File: src/rtl/exe_stage_if.sv
// Operand/control bundle entering the execute stage and the EX/MEM results leaving it.
// slave: the execute stage itself; master: whatever drives it (decode side / bench).
interface exe_stage_if #(
    parameter int DATA_W = 32
);
    logic              in_valid;
    logic [3:0]        exe_cmd;
    logic              s_bit;
    logic [DATA_W-1:0] val1;
    logic [DATA_W-1:0] val2;
    logic [DATA_W-1:0] st_val;
    logic [3:0]        dest;
    logic              wb_en;
    logic              mem_r_en;
    logic              mem_w_en;
    logic [DATA_W-1:0] pc;
    logic [23:0]       imm24;
    logic              branch_in;

    logic [DATA_W-1:0] alu_res_out;
    logic [DATA_W-1:0] st_val_out;
    logic [3:0]        dest_out;
    logic              wb_en_out;
    logic              mem_r_en_out;
    logic              mem_w_en_out;
    logic              valid_out;
    logic [3:0]        status;
    logic [DATA_W-1:0] branch_addr;
    logic              branch_taken;

    modport master (
        output in_valid, exe_cmd, s_bit, val1, val2, st_val, dest,
               wb_en, mem_r_en, mem_w_en, pc, imm24, branch_in,
        input  alu_res_out, st_val_out, dest_out, wb_en_out, mem_r_en_out,
               mem_w_en_out, valid_out, status, branch_addr, branch_taken
    );

    modport slave (
        input  in_valid, exe_cmd, s_bit, val1, val2, st_val, dest,
               wb_en, mem_r_en, mem_w_en, pc, imm24, branch_in,
        output alu_res_out, st_val_out, dest_out, wb_en_out, mem_r_en_out,
               mem_w_en_out, valid_out, status, branch_addr, branch_taken
    );
endinterface

File: src/rtl/exe_stage.sv
// Execute stage: ALU + NZCV status register + branch target, feeding the EX/MEM register.
// Latency: 1 cycle to EX/MEM outputs and status; branch_addr/branch_taken are combinational.
// Backpressure: freeze holds EX/MEM and status; flush loads a bubble and wins over freeze.
module exe_stage #(
    parameter int         DATA_W     = 32,
    parameter logic [3:0] STATUS_RST = 4'b0000
) (
    input  logic       clk,
    input  logic       rst,
    input  logic       freeze,
    input  logic       flush,
    exe_stage_if.slave bus
);
    localparam logic [3:0] CMD_MOV = 4'b0001;
    localparam logic [3:0] CMD_MVN = 4'b1001;
    localparam logic [3:0] CMD_ADD = 4'b0010;
    localparam logic [3:0] CMD_ADC = 4'b0011;
    localparam logic [3:0] CMD_SUB = 4'b0100;
    localparam logic [3:0] CMD_SBC = 4'b0101;
    localparam logic [3:0] CMD_AND = 4'b0110;
    localparam logic [3:0] CMD_ORR = 4'b0111;
    localparam logic [3:0] CMD_EOR = 4'b1000;

    logic [3:0]        status_q;
    logic [DATA_W-1:0] res;
    logic [DATA_W:0]   sum;
    logic              c_new;
    logic              v_new;
    logic              c_in;
    logic              a_msb;
    logic              b_msb;

    assign c_in  = status_q[1];
    assign a_msb = bus.val1[DATA_W-1];
    assign b_msb = bus.val2[DATA_W-1];

    // C and V default to the current flags so logical/move ops leave them untouched.
    always_comb begin
        sum   = '0;
        res   = '0;
        c_new = status_q[1];
        v_new = status_q[0];
        case (bus.exe_cmd)
            CMD_MOV: res = bus.val2;
            CMD_MVN: res = ~bus.val2;
            CMD_ADD, CMD_ADC: begin
                sum   = {1'b0, bus.val1} + {1'b0, bus.val2}
                      + {{DATA_W{1'b0}}, (bus.exe_cmd == CMD_ADC) & c_in};
                res   = sum[DATA_W-1:0];
                c_new = sum[DATA_W];
                v_new = (a_msb == b_msb) && (res[DATA_W-1] != a_msb);
            end
            CMD_SUB, CMD_SBC: begin
                // A wrap into bit DATA_W means a borrow; C is the ARM-style not-borrow.
                sum   = {1'b0, bus.val1} - {1'b0, bus.val2}
                      - {{DATA_W{1'b0}}, (bus.exe_cmd == CMD_SBC) & ~c_in};
                res   = sum[DATA_W-1:0];
                c_new = ~sum[DATA_W];
                v_new = (a_msb != b_msb) && (res[DATA_W-1] != a_msb);
            end
            CMD_AND: res = bus.val1 & bus.val2;
            CMD_ORR: res = bus.val1 | bus.val2;
            CMD_EOR: res = bus.val1 ^ bus.val2;
            default: res = '0;
        endcase
    end

    always_ff @(posedge clk) begin
        if (!rst) begin
            bus.alu_res_out  <= '0;
            bus.st_val_out   <= '0;
            bus.dest_out     <= '0;
            bus.wb_en_out    <= 1'b0;
            bus.mem_r_en_out <= 1'b0;
            bus.mem_w_en_out <= 1'b0;
            bus.valid_out    <= 1'b0;
            status_q         <= STATUS_RST;
        end else begin
            if (flush) begin
                bus.alu_res_out  <= '0;
                bus.st_val_out   <= '0;
                bus.dest_out     <= '0;
                bus.wb_en_out    <= 1'b0;
                bus.mem_r_en_out <= 1'b0;
                bus.mem_w_en_out <= 1'b0;
                bus.valid_out    <= 1'b0;
            end else if (!freeze) begin
                bus.alu_res_out  <= res;
                bus.st_val_out   <= bus.st_val;
                bus.dest_out     <= bus.dest;
                bus.wb_en_out    <= bus.wb_en & bus.in_valid;
                bus.mem_r_en_out <= bus.mem_r_en & bus.in_valid;
                bus.mem_w_en_out <= bus.mem_w_en & bus.in_valid;
                bus.valid_out    <= bus.in_valid;
            end
            if (bus.in_valid && bus.s_bit && !flush && !freeze) begin
                status_q <= {res[DATA_W-1], (res == '0), c_new, v_new};
            end
        end
    end

    assign bus.status       = status_q;
    assign bus.branch_addr  = bus.pc + {{(DATA_W-26){bus.imm24[23]}}, bus.imm24, 2'b00};
    assign bus.branch_taken = bus.branch_in & bus.in_valid & ~flush;
endmodule

File: src/flat_wrapper.sv
// flat-port wrapper written by rule: the top's interface ports become plain ports
module exe_stage_flat 
#(
    parameter int         DATA_W     = 32,
    parameter logic [3:0] STATUS_RST = 4'b0000
)
  (clk, rst, freeze, flush, bus_in_valid, bus_exe_cmd, bus_s_bit, bus_val1, bus_val2, bus_st_val, bus_dest, bus_wb_en, bus_mem_r_en, bus_mem_w_en, bus_pc, bus_imm24, bus_branch_in, bus_alu_res_out, bus_st_val_out, bus_dest_out, bus_wb_en_out, bus_mem_r_en_out, bus_mem_w_en_out, bus_valid_out, bus_status, bus_branch_addr, bus_branch_taken);
  exe_stage_if #(.DATA_W(DATA_W)) bus_i ();
  input  logic clk;
  input  logic rst;
  input  logic freeze;
  input  logic flush;
  input wire logic [$bits(bus_i.in_valid)-1:0] bus_in_valid;
  input wire logic [$bits(bus_i.exe_cmd)-1:0] bus_exe_cmd;
  input wire logic [$bits(bus_i.s_bit)-1:0] bus_s_bit;
  input wire logic [$bits(bus_i.val1)-1:0] bus_val1;
  input wire logic [$bits(bus_i.val2)-1:0] bus_val2;
  input wire logic [$bits(bus_i.st_val)-1:0] bus_st_val;
  input wire logic [$bits(bus_i.dest)-1:0] bus_dest;
  input wire logic [$bits(bus_i.wb_en)-1:0] bus_wb_en;
  input wire logic [$bits(bus_i.mem_r_en)-1:0] bus_mem_r_en;
  input wire logic [$bits(bus_i.mem_w_en)-1:0] bus_mem_w_en;
  input wire logic [$bits(bus_i.pc)-1:0] bus_pc;
  input wire logic [$bits(bus_i.imm24)-1:0] bus_imm24;
  input wire logic [$bits(bus_i.branch_in)-1:0] bus_branch_in;
  output wire logic [$bits(bus_i.alu_res_out)-1:0] bus_alu_res_out;
  output wire logic [$bits(bus_i.st_val_out)-1:0] bus_st_val_out;
  output wire logic [$bits(bus_i.dest_out)-1:0] bus_dest_out;
  output wire logic [$bits(bus_i.wb_en_out)-1:0] bus_wb_en_out;
  output wire logic [$bits(bus_i.mem_r_en_out)-1:0] bus_mem_r_en_out;
  output wire logic [$bits(bus_i.mem_w_en_out)-1:0] bus_mem_w_en_out;
  output wire logic [$bits(bus_i.valid_out)-1:0] bus_valid_out;
  output wire logic [$bits(bus_i.status)-1:0] bus_status;
  output wire logic [$bits(bus_i.branch_addr)-1:0] bus_branch_addr;
  output wire logic [$bits(bus_i.branch_taken)-1:0] bus_branch_taken;
  assign bus_i.in_valid = bus_in_valid;
  assign bus_i.exe_cmd = bus_exe_cmd;
  assign bus_i.s_bit = bus_s_bit;
  assign bus_i.val1 = bus_val1;
  assign bus_i.val2 = bus_val2;
  assign bus_i.st_val = bus_st_val;
  assign bus_i.dest = bus_dest;
  assign bus_i.wb_en = bus_wb_en;
  assign bus_i.mem_r_en = bus_mem_r_en;
  assign bus_i.mem_w_en = bus_mem_w_en;
  assign bus_i.pc = bus_pc;
  assign bus_i.imm24 = bus_imm24;
  assign bus_i.branch_in = bus_branch_in;
  assign bus_alu_res_out = bus_i.alu_res_out;
  assign bus_st_val_out = bus_i.st_val_out;
  assign bus_dest_out = bus_i.dest_out;
  assign bus_wb_en_out = bus_i.wb_en_out;
  assign bus_mem_r_en_out = bus_i.mem_r_en_out;
  assign bus_mem_w_en_out = bus_i.mem_w_en_out;
  assign bus_valid_out = bus_i.valid_out;
  assign bus_status = bus_i.status;
  assign bus_branch_addr = bus_i.branch_addr;
  assign bus_branch_taken = bus_i.branch_taken;
  exe_stage #(.DATA_W(DATA_W), .STATUS_RST(STATUS_RST)) u_core (.clk(clk), .rst(rst), .freeze(freeze), .flush(flush), .bus(bus_i));
endmodule
File: config.mk
export PLATFORM = sky130hd
export DESIGN_NAME = exe_stage_flat
export DESIGN_NICKNAME = d
export VERILOG_FILES = /design/src/rtl/exe_stage_if.sv /design/src/rtl/exe_stage.sv /design/src/flat_wrapper.sv
export SDC_FILE = /design/constraint.sdc
export NUM_CORES = 1
export LEC_CHECK = 0
export BUFFER_PORTS_ARGS = -buffer_cell sky130_fd_sc_hd__buf_4
export CORE_MARGIN = 2
export CORE_UTILIZATION = 50
export DETAILED_ROUTE_END_ITERATION = 8
export GPL_TIMING_DRIVEN = 0
export PLACE_DENSITY = 0.79
export SLEW_MARGIN = 20
export SYNTH_ARGS = -nofsm -noshare
export SYNTH_HDL_FRONTEND = slang
export SYNTH_SLANG_ARGS = --single-unit
File: constraint.sdc
create_clock -name clk -period 4.74 [get_ports clk]
set_input_delay 0.237 -clock clk [delete_from_list [all_inputs] [get_ports clk]]
set_output_delay 0.237 -clock clk [all_outputs]
set_load 0.05 [all_outputs]
==> impl_metrics.toml, run 1 <==
[floorplan]
core_mm2 = 0.02182
die_w_um = 153.0
io_pins = 279
start_util_pct = 50.88
rows = 54
die-area_mm2 = 0.02341
die_h_um = 153.0

[hold_path]
hp-class = "in -> reg"
min_from = "bus_st_val[6]"

[pwr]
irDropWorstVdd_v = 0.0002070
p_leak_nw = 6.710
p_per_area_mw_per_mm2 = 242.6

[clocking]
cts_tree = "built"
clock_tree.root_cell = "clkbuf_16"
numCtsBuffers = 9
clock_path_buffers = 2
clkTransAtPathRegs_ns = 0.06
h-tree-depth = 3
hold_buffers = 0
cts_sinks = 76
clkLatencyLatePin_ns = 0.33

[detailed_routing]
dr.pass1.iters = 6
wl_per_cell_um = 19.39
met1Wirelength_um = 15750
dr_total_vias = 12504
drcViolationCount = 0
drt-vias-per-instance = 6.076
dr_wl_met3_um = 3712
drtIter0Drc = 1198
wl_um = 39900
postRouteAntennaNets = 0
top_layer_used = "met4"
wl_met2_um = 18370

[final_layout]
mostFrequentLayoutCell = "buf_4"
fillCellCount = 1950
final_area_mm2 = 0.01403
nets = 2103
layout_common_cells = "buf_4, ha_1, nor2_1, inv_1, a21oi_1"
antenna_cells = 0
syn2layout_area_growth_pct = 26.38
utilization_pct = 64.30
drive_above_1_share_pct = 21.65

[yosys]
syn_nets = 1815
yosys_warnings = 0
synthesis.area_mm2 = 0.01110
syn_avg_cell_area_um2 = 7.477
async_reset_ff_share_pct = 0
yosysSeqAreaShare_pct = 13.70
synth-seq-cells = 76
synth_cell_types = 91
synth_ff_type = "dfxtp_1"
synth_edf_count = 0
synthCells = 1485

[sta]
setup_viol = 0
fin_crit_ns = 4.621
fin_skew_ns = 0.003821
fmax_mhz = 216.4
slew_headroom_pct = 33.00
worst_pin_slew_ns = 0.9945
timing.final.hold_violations = 0
final_max_slew_viol_count = 0
fin_crit_sh_pct = 97.49

[placed_design]
place_hpwl_um = 31750
io_buffers = 274
place_congestion = 1.000
dpl-instance-area_mm2 = 0.01353

[critical_path]
required_ns = 5.00
worstSetupEndpointType = "flip-flop"
arrival_ns = 4.88
cp_cell_sequence = "buf_4, buf_2, nor2b_1, buf_4, and3_1, fa_1, inv_1, ha_1, nor2_1, fa_2, nand2b_4, a211o_1, a21oi_4, o21ai_4, a31o_1, xor2_1, a221oi_2, o211ai_1, nor4_2, nand4_1, o22ai_1"
startpoint = "bus_exe_cmd[0]"
r2r-start = "u_core.bus.status[1]"
crit_path_max_incr_delay_ns = 0.51
crit_top_cell = "buf_4"
slowest_stage = "fa_1"
crit_type = "in -> reg"
path_max_fanout = 10
cp-start-kind = "input pin"

[global_route]
grt_start_max_net_pins = 20
grt_use_total_pct = 32.61
grt_pass1_wl_um = 62090
overflow = 0
grt_pass1_vias = 11946
antenna_found_initial = 0

[job]
drv_cap = 0

[status]
status = "completed"
-- Yosys cell counts, types with 6 or more instances --
cell type / n / area, um2
a221oi_1: 8 / 70.07
ha_1: 155 / 1939
a31o_2: 7 / 61.31
a221o_1: 14 / 140.1
xnor2_1: 57 / 499.2
nand2_1: 86 / 322.8
a31oi_1: 17 / 106.4
nor4_1: 8 / 50.05
and2_1: 11 / 68.82
a21o_1: 37 / 277.8
nor2_1: 147 / 551.8
a311oi_1: 6 / 52.55
xor2_1: 24 / 210.2
and3_1: 21 / 131.4
clkbuf_1: 58 / 217.7
mux2i_1: 74 / 740.7
a211o_1: 11 / 96.34
o21bai_1: 9 / 67.56
nor2b_1: 12 / 75.07
o21ai_0: 77 / 385.4
nand2b_1: 11 / 68.82
buf_2: 23 / 115.1
a21oi_1: 109 / 545.5
nand3b_1: 11 / 82.58
nand4_1: 9 / 56.30
a211oi_1: 16 / 120.1
dfxtp_1: 76 / 1521
a21boi_0: 7 / 52.55
a22oi_1: 19 / 142.6
nor3_1: 29 / 145.1
o22ai_1: 15 / 93.84
o21a_1: 14 / 105.1
or3_1: 6 / 37.54
nand3_1: 40 / 200.2
buf_1: 7 / 26.28
o221ai_1: 15 / 131.4
inv_1: 125 / 469.2
o211ai_1: 17 / 127.6
-- per-layer routing --
metal / global-route usage [%] / vias to the layer above
met2: 54.39 / 693
met3: 6.266 / 139
met1: 40.49 / 5751
met5: 0 / -
li1: - / 5921
met4: 15.52 / 0
-- registers in the layout (all words and copies together) (netlist names) --
name,flops
u_core.bus.alu_res_out,32
u_core.bus.dest_out,4
u_core.bus.mem_r_en_out,1
u_core.bus.mem_w_en_out,1
u_core.bus.st_val_out,32
u_core.bus.status,4
u_core.bus.valid_out,1
u_core.bus.wb_en_out,1
-- what timing repair did --
item / in CTS / in global routing
pin swaps: 0 / 6
endpoints found under the hold margin: 0 / 0
endpoints found under the setup margin: 23 / 1
buffers inserted: 1 / 4
resized for setup: 18 / 18
-- layout make-up --
cell class              instances  area, um2  share of cell area [%]
multi-input cells            1189       8827                   62.91
well taps                     280      350.3                   2.497
plain buffers                  91      421.7                   3.005
inverters                     126      473.0                   3.370
repair buffers                280       2102                   14.98
flip-flops and latches         76       1521                   10.84
clock buffers                  12      266.5                   1.899
clock inverters                 4      70.07                  0.4993
-- worst max-delay path, delay by kind of cell --
family	cells	cell delay, ns
buffers and inverters	4	0.56
AOI/OAI and AO/OA	7	1.76
xor gates and xnor gates	1	0.19
adders and majority gates	3	1.01
and+or+nand+nor	6	1.10
-- per-stage QoR --
step	cells	hold slack (ns)	power [mW]	setup TNS (ns)	setup WS [ns]
6_report	2058	0.1364	3.404	0	0.1190
5_1_grt	2058	0.1346	3.585	-0.01493	-0.01493
4_1_cts	2055	0.1322	3.350	0	0.0007017
3_5_place_dp	2040	0.4545	2.574	-16.09	-1.875
3_3_place_gp	2039	0.4544	2.543	-27.94	-2.289
2_1_floorplan	1485	0.3753	2.005	0	0.05693
-- final timing paths --
check / endpoint / slack (ns) / cells after the start
min: u_core.bus.st_val_out[6] / 0.14 / 3
max reg2reg: u_core.bus.status[2] / 0.24 / 18
max: u_core.bus.status[2] / 0.12 / 21
min reg2reg: u_core.bus.alu_res_out[23] / 0.46 / 2
-- cells by family (layout without fill, tap and decap cells) --
family / count (synthesis) / in the layout / synth area share (%)
multiplexers: 78 / 78 / 7.077
flip-flops: 76 / 76 / 13.70
adder cells (fa/ha/maj): 160 / 160 / 18.37
AND/OR/NAND/NOR: 417 / 417 / 18.14
AO/OA/AOI/OAI: 453 / 453 / 28.43
buffers and inverters: 220 / 513 / 7.888
XOR/XNOR: 81 / 81 / 6.389
-- where the power goes --
part           leakage, nW  internal, mW  switching (mW)
Clock                0.169         0.502           0.261
Combinational         5.92         0.742            1.23
Sequential           0.618         0.661          0.0126
Total                 6.71          1.91            1.50
Power figures use the tool's default switching activity.
==> run 2: changes to the inputs <==
Settings changed: PLACE_DENSITY 0.79 to 0.76.
Clock period 4.74 ns to 5.2 ns, I/O delays scaled along.
==> run 2 against run 1 <==
  * Non-clock buffer count down 1
  * Utilization down 0.72 points
  * Combinational power fell by 10%
  * First-iteration DRC count decreased by 11%
  * Critical endpoint unchanged
  * Largest power group unchanged
==> impl_metrics.toml, run 2 (synthesized netlist as in run 1, its figures left out) <==
[status]
status = "completed"

[clocking]
clock_tree.root_cell = "clkbuf_16"
clock_path_buffers = 2
cts_tree = "built"
clkTransAtPathRegs_ns = 0.06
numCtsBuffers = 9
h-tree-depth = 3
cts_sinks = 76
clkLatencyLatePin_ns = 0.33
hold_buffers = 0

[global_route]
grt_pass1_vias = 11627
grt_start_max_net_pins = 12
grt_use_total_pct = 32.46
antenna_found_initial = 0
grt_pass1_wl_um = 61850
overflow = 0

[hold_path]
min_from = "bus_dest[0]"
whs_path_depth = 3
hold_end = "u_core.bus.dest_out[0]"
hp-class = "in -> reg"

[placed_design]
place_hpwl_um = 32160
io_buffers = 274
place_congestion = 0.9756

[detailed_routing]
postRouteAntennaNets = 0
dr_wl_met3_um = 3222
top_layer_used = "met4"
wl_um = 40050
dr_total_vias = 12389
met1Wirelength_um = 16500
drtIter0Drc = 1072
drcViolationCount = 0
drt-vias-per-instance = 6.026
wl_per_cell_um = 19.48
wl_met2_um = 18580
dr.pass1.iters = 6

[job]
drv_cap = 0

[final_layout]
seqCellArea_mm2 = 0.001521
fillCellCount = 1999
antenna_cells = 0
drive_above_1_share_pct = 20.89
multi_input_area_mm2 = 0.008771
mostFrequentLayoutCell = "buf_4"
syn2layout_area_growth_pct = 24.96
nets = 2102
utilization_pct = 63.58
layout_common_cells = "buf_4, ha_1, nor2_1, inv_1, a21oi_1"
largest_registers = "u_core.bus.alu_res_out (32), u_core.bus.st_val_out (32)"

[sta]
final.setup.tns_ns = 0
rsz0062_at_grt = "false"
slew_headroom_pct = 33.60
fmax_mhz = 197.0
setup_viol = 0
holdWs_ns = 0.1566
timing.final.hold_violations = 0
final_max_slew_viol_count = 0
fin_skew_ns = 0.003809
worst_pin_slew_ns = 0.9961
fin_crit_sh_pct = 97.62
fin_crit_ns = 5.076

[pwr]
power.internal_mw = 1.610
seqPwrFrac_pct = 20.8
swShare_pct = 45.56
clkPwrFrac_pct = 19.3
p_per_area_mw_per_mm2 = 213.2
comb_power_share_pct = 59.9
irDropWorstVdd_v = 0.0001664
switchingPower_mw = 1.348
p_leak_nw = 6.655

[floorplan]
rows = 54
die_w_um = 153.0
start_util_pct = 50.88
core_mm2 = 0.02182
die-area_mm2 = 0.02341
die_h_um = 153.0
io_pins = 279

[critical_path]
cp-start-kind = "input pin"
r2r-start = "u_core.bus.status[1]"
worstSetupEndpointType = "flip-flop"
reg2reg_to = "u_core.bus.status[2]"
required_ns = 5.46
arrival_ns = 5.34
crit_type = "in -> reg"
r2r_cells = 18
path_max_fanout = 10
r2r_setup_slack_ns = 0.48
run 2: worst max-delay path, cell delays in order:
cell and delay [ns]:
buf_2 0.23, buf_4 0.27, nor2b_1 0.07, clkbuf_2 0.30, and3_1 0.28, fa_1 0.52
inv_1 0.05, ha_1 0.22, nor2_1 0.16, fa_1 0.28, nand2b_4 0.07, a211o_1 0.35
a21oi_2 0.25, o21ai_2 0.17, a31oi_2 0.32, mux2i_1 0.29, o21ai_0 0.21, or3b_2 0.54
nor4_1 0.19, nand4_1 0.12, o22ai_1 0.17
run 2: metrics by stage:
stage	setup WS, ns	cells	total power, mW	area [um2]
global route	0.02070	2056	3.112	13870
CTS	0.04758	2056	2.927	13840
finish	0.1238	2056	2.958	13870
detailed placement	-1.519	2040	2.347	13530
floorplan	0.4939	1485	1.828	11100
global placement	-1.958	2039	2.323	13510
run 2: layer usage:
metal	vias to the layer above	GRT usage, %
li1	5922	-
met1	5772	41.50
met2	575	54.20
met3	120	5.189
met4	0	13.98
met5	-	0
run 2: worst max-delay path by stage:
stage,from,to,slack [ns],depth (start not counted)
2_1_floorplan,bus_exe_cmd[1],u_core.bus.status[2],0.49,18
3_3_place_gp,bus_exe_cmd[1],u_core.bus.status[2],-1.96,19
3_5_place_dp,bus_exe_cmd[1],u_core.bus.status[2],-1.52,19
4_1_cts,bus_exe_cmd[0],u_core.bus.status[2],0.05,20
5_1_grt,bus_exe_cmd[1],u_core.bus.status[2],0.02,19
6_report,bus_exe_cmd[3],u_core.bus.status[2],0.12,21
run 2: layout make-up:
| type | count | share of cell area [%] |
|---|---|---|
| Timing Repair Buffer | 276 | 14.93 |
| Buffer | 94 | 3.003 |
| Clock inverter | 2 | 0.07214 |
| Tap cell | 280 | 2.525 |
| Inverter | 126 | 3.409 |
| Multi-Input combinational cell | 1189 | 63.22 |
| Sequential cell | 76 | 10.97 |
| Clock buffer | 13 | 1.876 |
run 2: power by group through the flow:
stage	sequential [mW]	clock, mW	combinational [mW]
after floorplan	0.695	0	1.13
after global routing	0.616	0.599	1.90
after global placement	0.625	0	1.70
final	0.614	0.571	1.77
after CTS	0.614	0.576	1.74
after detailed placement	0.626	0	1.72
run 2: timing repair:
item	4_1_cts	5_1_grt
resized for setup	8	9
buffers inserted	1	0
endpoints found under the setup margin	8	1
gates cloned	0	0
==> run 3: changes to the inputs <==
Clock period 5.2 ns to 5.56 ns, I/O delays scaled along.
==> run 3 against run 2 <==
  * Utilization shrank 0.14 points
  * Clock power decreased by 5.8%
  * Setup slack got worse by 0.033 ns
  * Critical path type unchanged
  * Largest cell class unchanged
  * Largest power group unchanged
==> impl_metrics.toml, run 3 (synthesized netlist as in run 1, its figures left out) <==
[critical_path]
r2r-start = "u_core.bus.status[1]"
arrival_ns = 5.73
startpoint = "bus_exe_cmd[0]"
path_max_fanout = 10
cp_cell_sequence = "buf_4, buf_2, buf_2, buf_2, buf_2, buf_2, nand3_1, fa_1, fa_1, and2b_1, o31ai_1, a21oi_1, o21ai_0, mux2i_1, nand3_1, a2111oi_2, nand4_1, nor4_2, nand4_1, o22ai_1"
required_ns = 5.82
slowest_stage = "a2111oi_2"
crit_top_cell = "buf_2"
worstSetupEndpointType = "flip-flop"
cp-start-kind = "input pin"
crit_family = "buffers and inverters"
crit_path_max_incr_delay_ns = 0.54
path_buf_inv = 6
crit_type = "in -> reg"

[sta]
slew_headroom_pct = 35.77
worst_pin_slew_ns = 0.9634
fin_skew_ns = 0.003027
final_max_slew_viol_count = 0
final.setup.tns_ns = 0
fin_crit_sh_pct = 98.36
setup_viol = 0
fmax_mhz = 182.9
timing.final.hold_violations = 0
fin_crit_ns = 5.469
holdWs_ns = 0.1734

[global_route]
grt_use_total_pct = 32.36
antenna_found_initial = 0
overflow = 0
grt_pass1_wl_um = 61670
grt_pass1_vias = 11620
grt_start_max_net_pins = 12

[floorplan]
die_h_um = 153.0
core_mm2 = 0.02182
die_w_um = 153.0
start_util_pct = 50.88
die-area_mm2 = 0.02341
io_pins = 279
rows = 54

[detailed_routing]
wl_per_cell_um = 19.48
drcViolationCount = 0
dr.pass1.iters = 7
dr_total_vias = 12399
drt-vias-per-instance = 6.025
drtIter0Drc = 1121
postRouteAntennaNets = 0
wl_um = 40090

[final_layout]
multi_input_area_mm2 = 0.008735
fillCellCount = 2007
seqCellArea_mm2 = 0.001521
layout_common_cells = "buf_4, ha_1, nor2_1, inv_1, a21oi_1"
mostFrequentLayoutCell = "buf_4"
final_area_mm2 = 0.01384
drive_above_1_share_pct = 20.81
syn2layout_area_growth_pct = 24.68
nets = 2104
largest_registers = "u_core.bus.alu_res_out (32), u_core.bus.st_val_out (32)"
antenna_cells = 0

[clocking]
hold_buffers = 0
clock_path_buffers = 2
clkTransAtPathRegs_ns = 0.06
h-tree-depth = 3
clock_tree.root_cell = "clkbuf_16"
cts_sinks = 76
clkLatencyLatePin_ns = 0.33
cts_tree = "built"
numCtsBuffers = 9

[pwr]
switchingPower_mw = 1.258
clkPwrFrac_pct = 19.5
seqPwrFrac_pct = 20.8
comb_power_share_pct = 59.7
p_per_area_mw_per_mm2 = 199.5
power.internal_mw = 1.503
p_leak_nw = 6.653
swShare_pct = 45.57
irDropWorstVdd_v = 0.0001563

[placed_design]
place_hpwl_um = 32160
place_congestion = 0.9756
io_buffers = 274
dpl-instance-area_mm2 = 0.01353

[hold_path]
hp-class = "in -> reg"
min_from = "bus_st_val[2]"

[job]
drv_cap = 0

[status]
status = "completed"
[run 3: metal layers]
metal / wire length (um) / GRT usage (%) / vias to the layer above / share of wire [%]
li1: - / - / 5923 / -
met1: 16460 / 41.46 / 5737 / 41
met2: 18410 / 53.96 / 611 / 46
met3: 3311 / 4.763 / 128 / 8.3
met4: 1907 / 14.46 / 0 / 4.8
met5: 0 / 0 / - / 0
[run 3: power by group through the flow]
stage | clock network (mW) | registers [mW] | logic (mW)
after detailed placement | 0 | 0.586 | 1.61
after CTS | 0.539 | 0.574 | 1.62
after floorplan | 0 | 0.650 | 1.06
after global routing | 0.559 | 0.576 | 1.77
after global placement | 0 | 0.585 | 1.59
final | 0.538 | 0.574 | 1.65
[run 3: what timing repair did]
action	CTS	global route
endpoints found under the setup margin	1	1
gates cloned	0	0
setup buffers	0	3
resized for setup	5	3
[run 3: final cells by class]
| class | count | share of cell area (%) |
|---|---|---|
| Tap cell | 280 | 2.531 |
| Sequential cell | 76 | 10.99 |
| Buffer | 94 | 2.937 |
| Clock buffer | 13 | 1.880 |
| Multi-Input combinational cell | 1189 | 63.10 |
| Clock inverter | 2 | 0.07231 |
| Timing Repair Buffer | 278 | 15.08 |
| Inverter | 126 | 3.416 |
[run 3: worst min-delay path: cells and delay by family]
family / cells / cell delay, ns
simple gates: 1 / 0.07
mux: 1 / 0.05
buf+inv: 1 / 0.07
[run 3: path summary, 6_finish.rpt]
kind / to / slack [ns] / depth (start not counted)
min: u_core.bus.st_val_out[2] / 0.17 / 3
min reg2reg: u_core.bus.alu_res_out[22] / 0.47 / 2
max reg2reg: u_core.bus.status[2] / 0.60 / 18
max: u_core.bus.status[2] / 0.09 / 20
[run 3: through the flow]
stage | utilization (%) | cells | setup WS, ns | total power, mW
floorplan | - | 1485 | 0.8359 | 1.709
global placement | 61.91 | 2039 | -1.616 | 2.172
detailed placement | 61.99 | 2040 | -1.177 | 2.195
CTS | 63.30 | 2055 | 0.04490 | 2.733
global route | 63.43 | 2058 | -0.01348 | 2.901
finish | 63.43 | 2058 | 0.09108 | 2.761
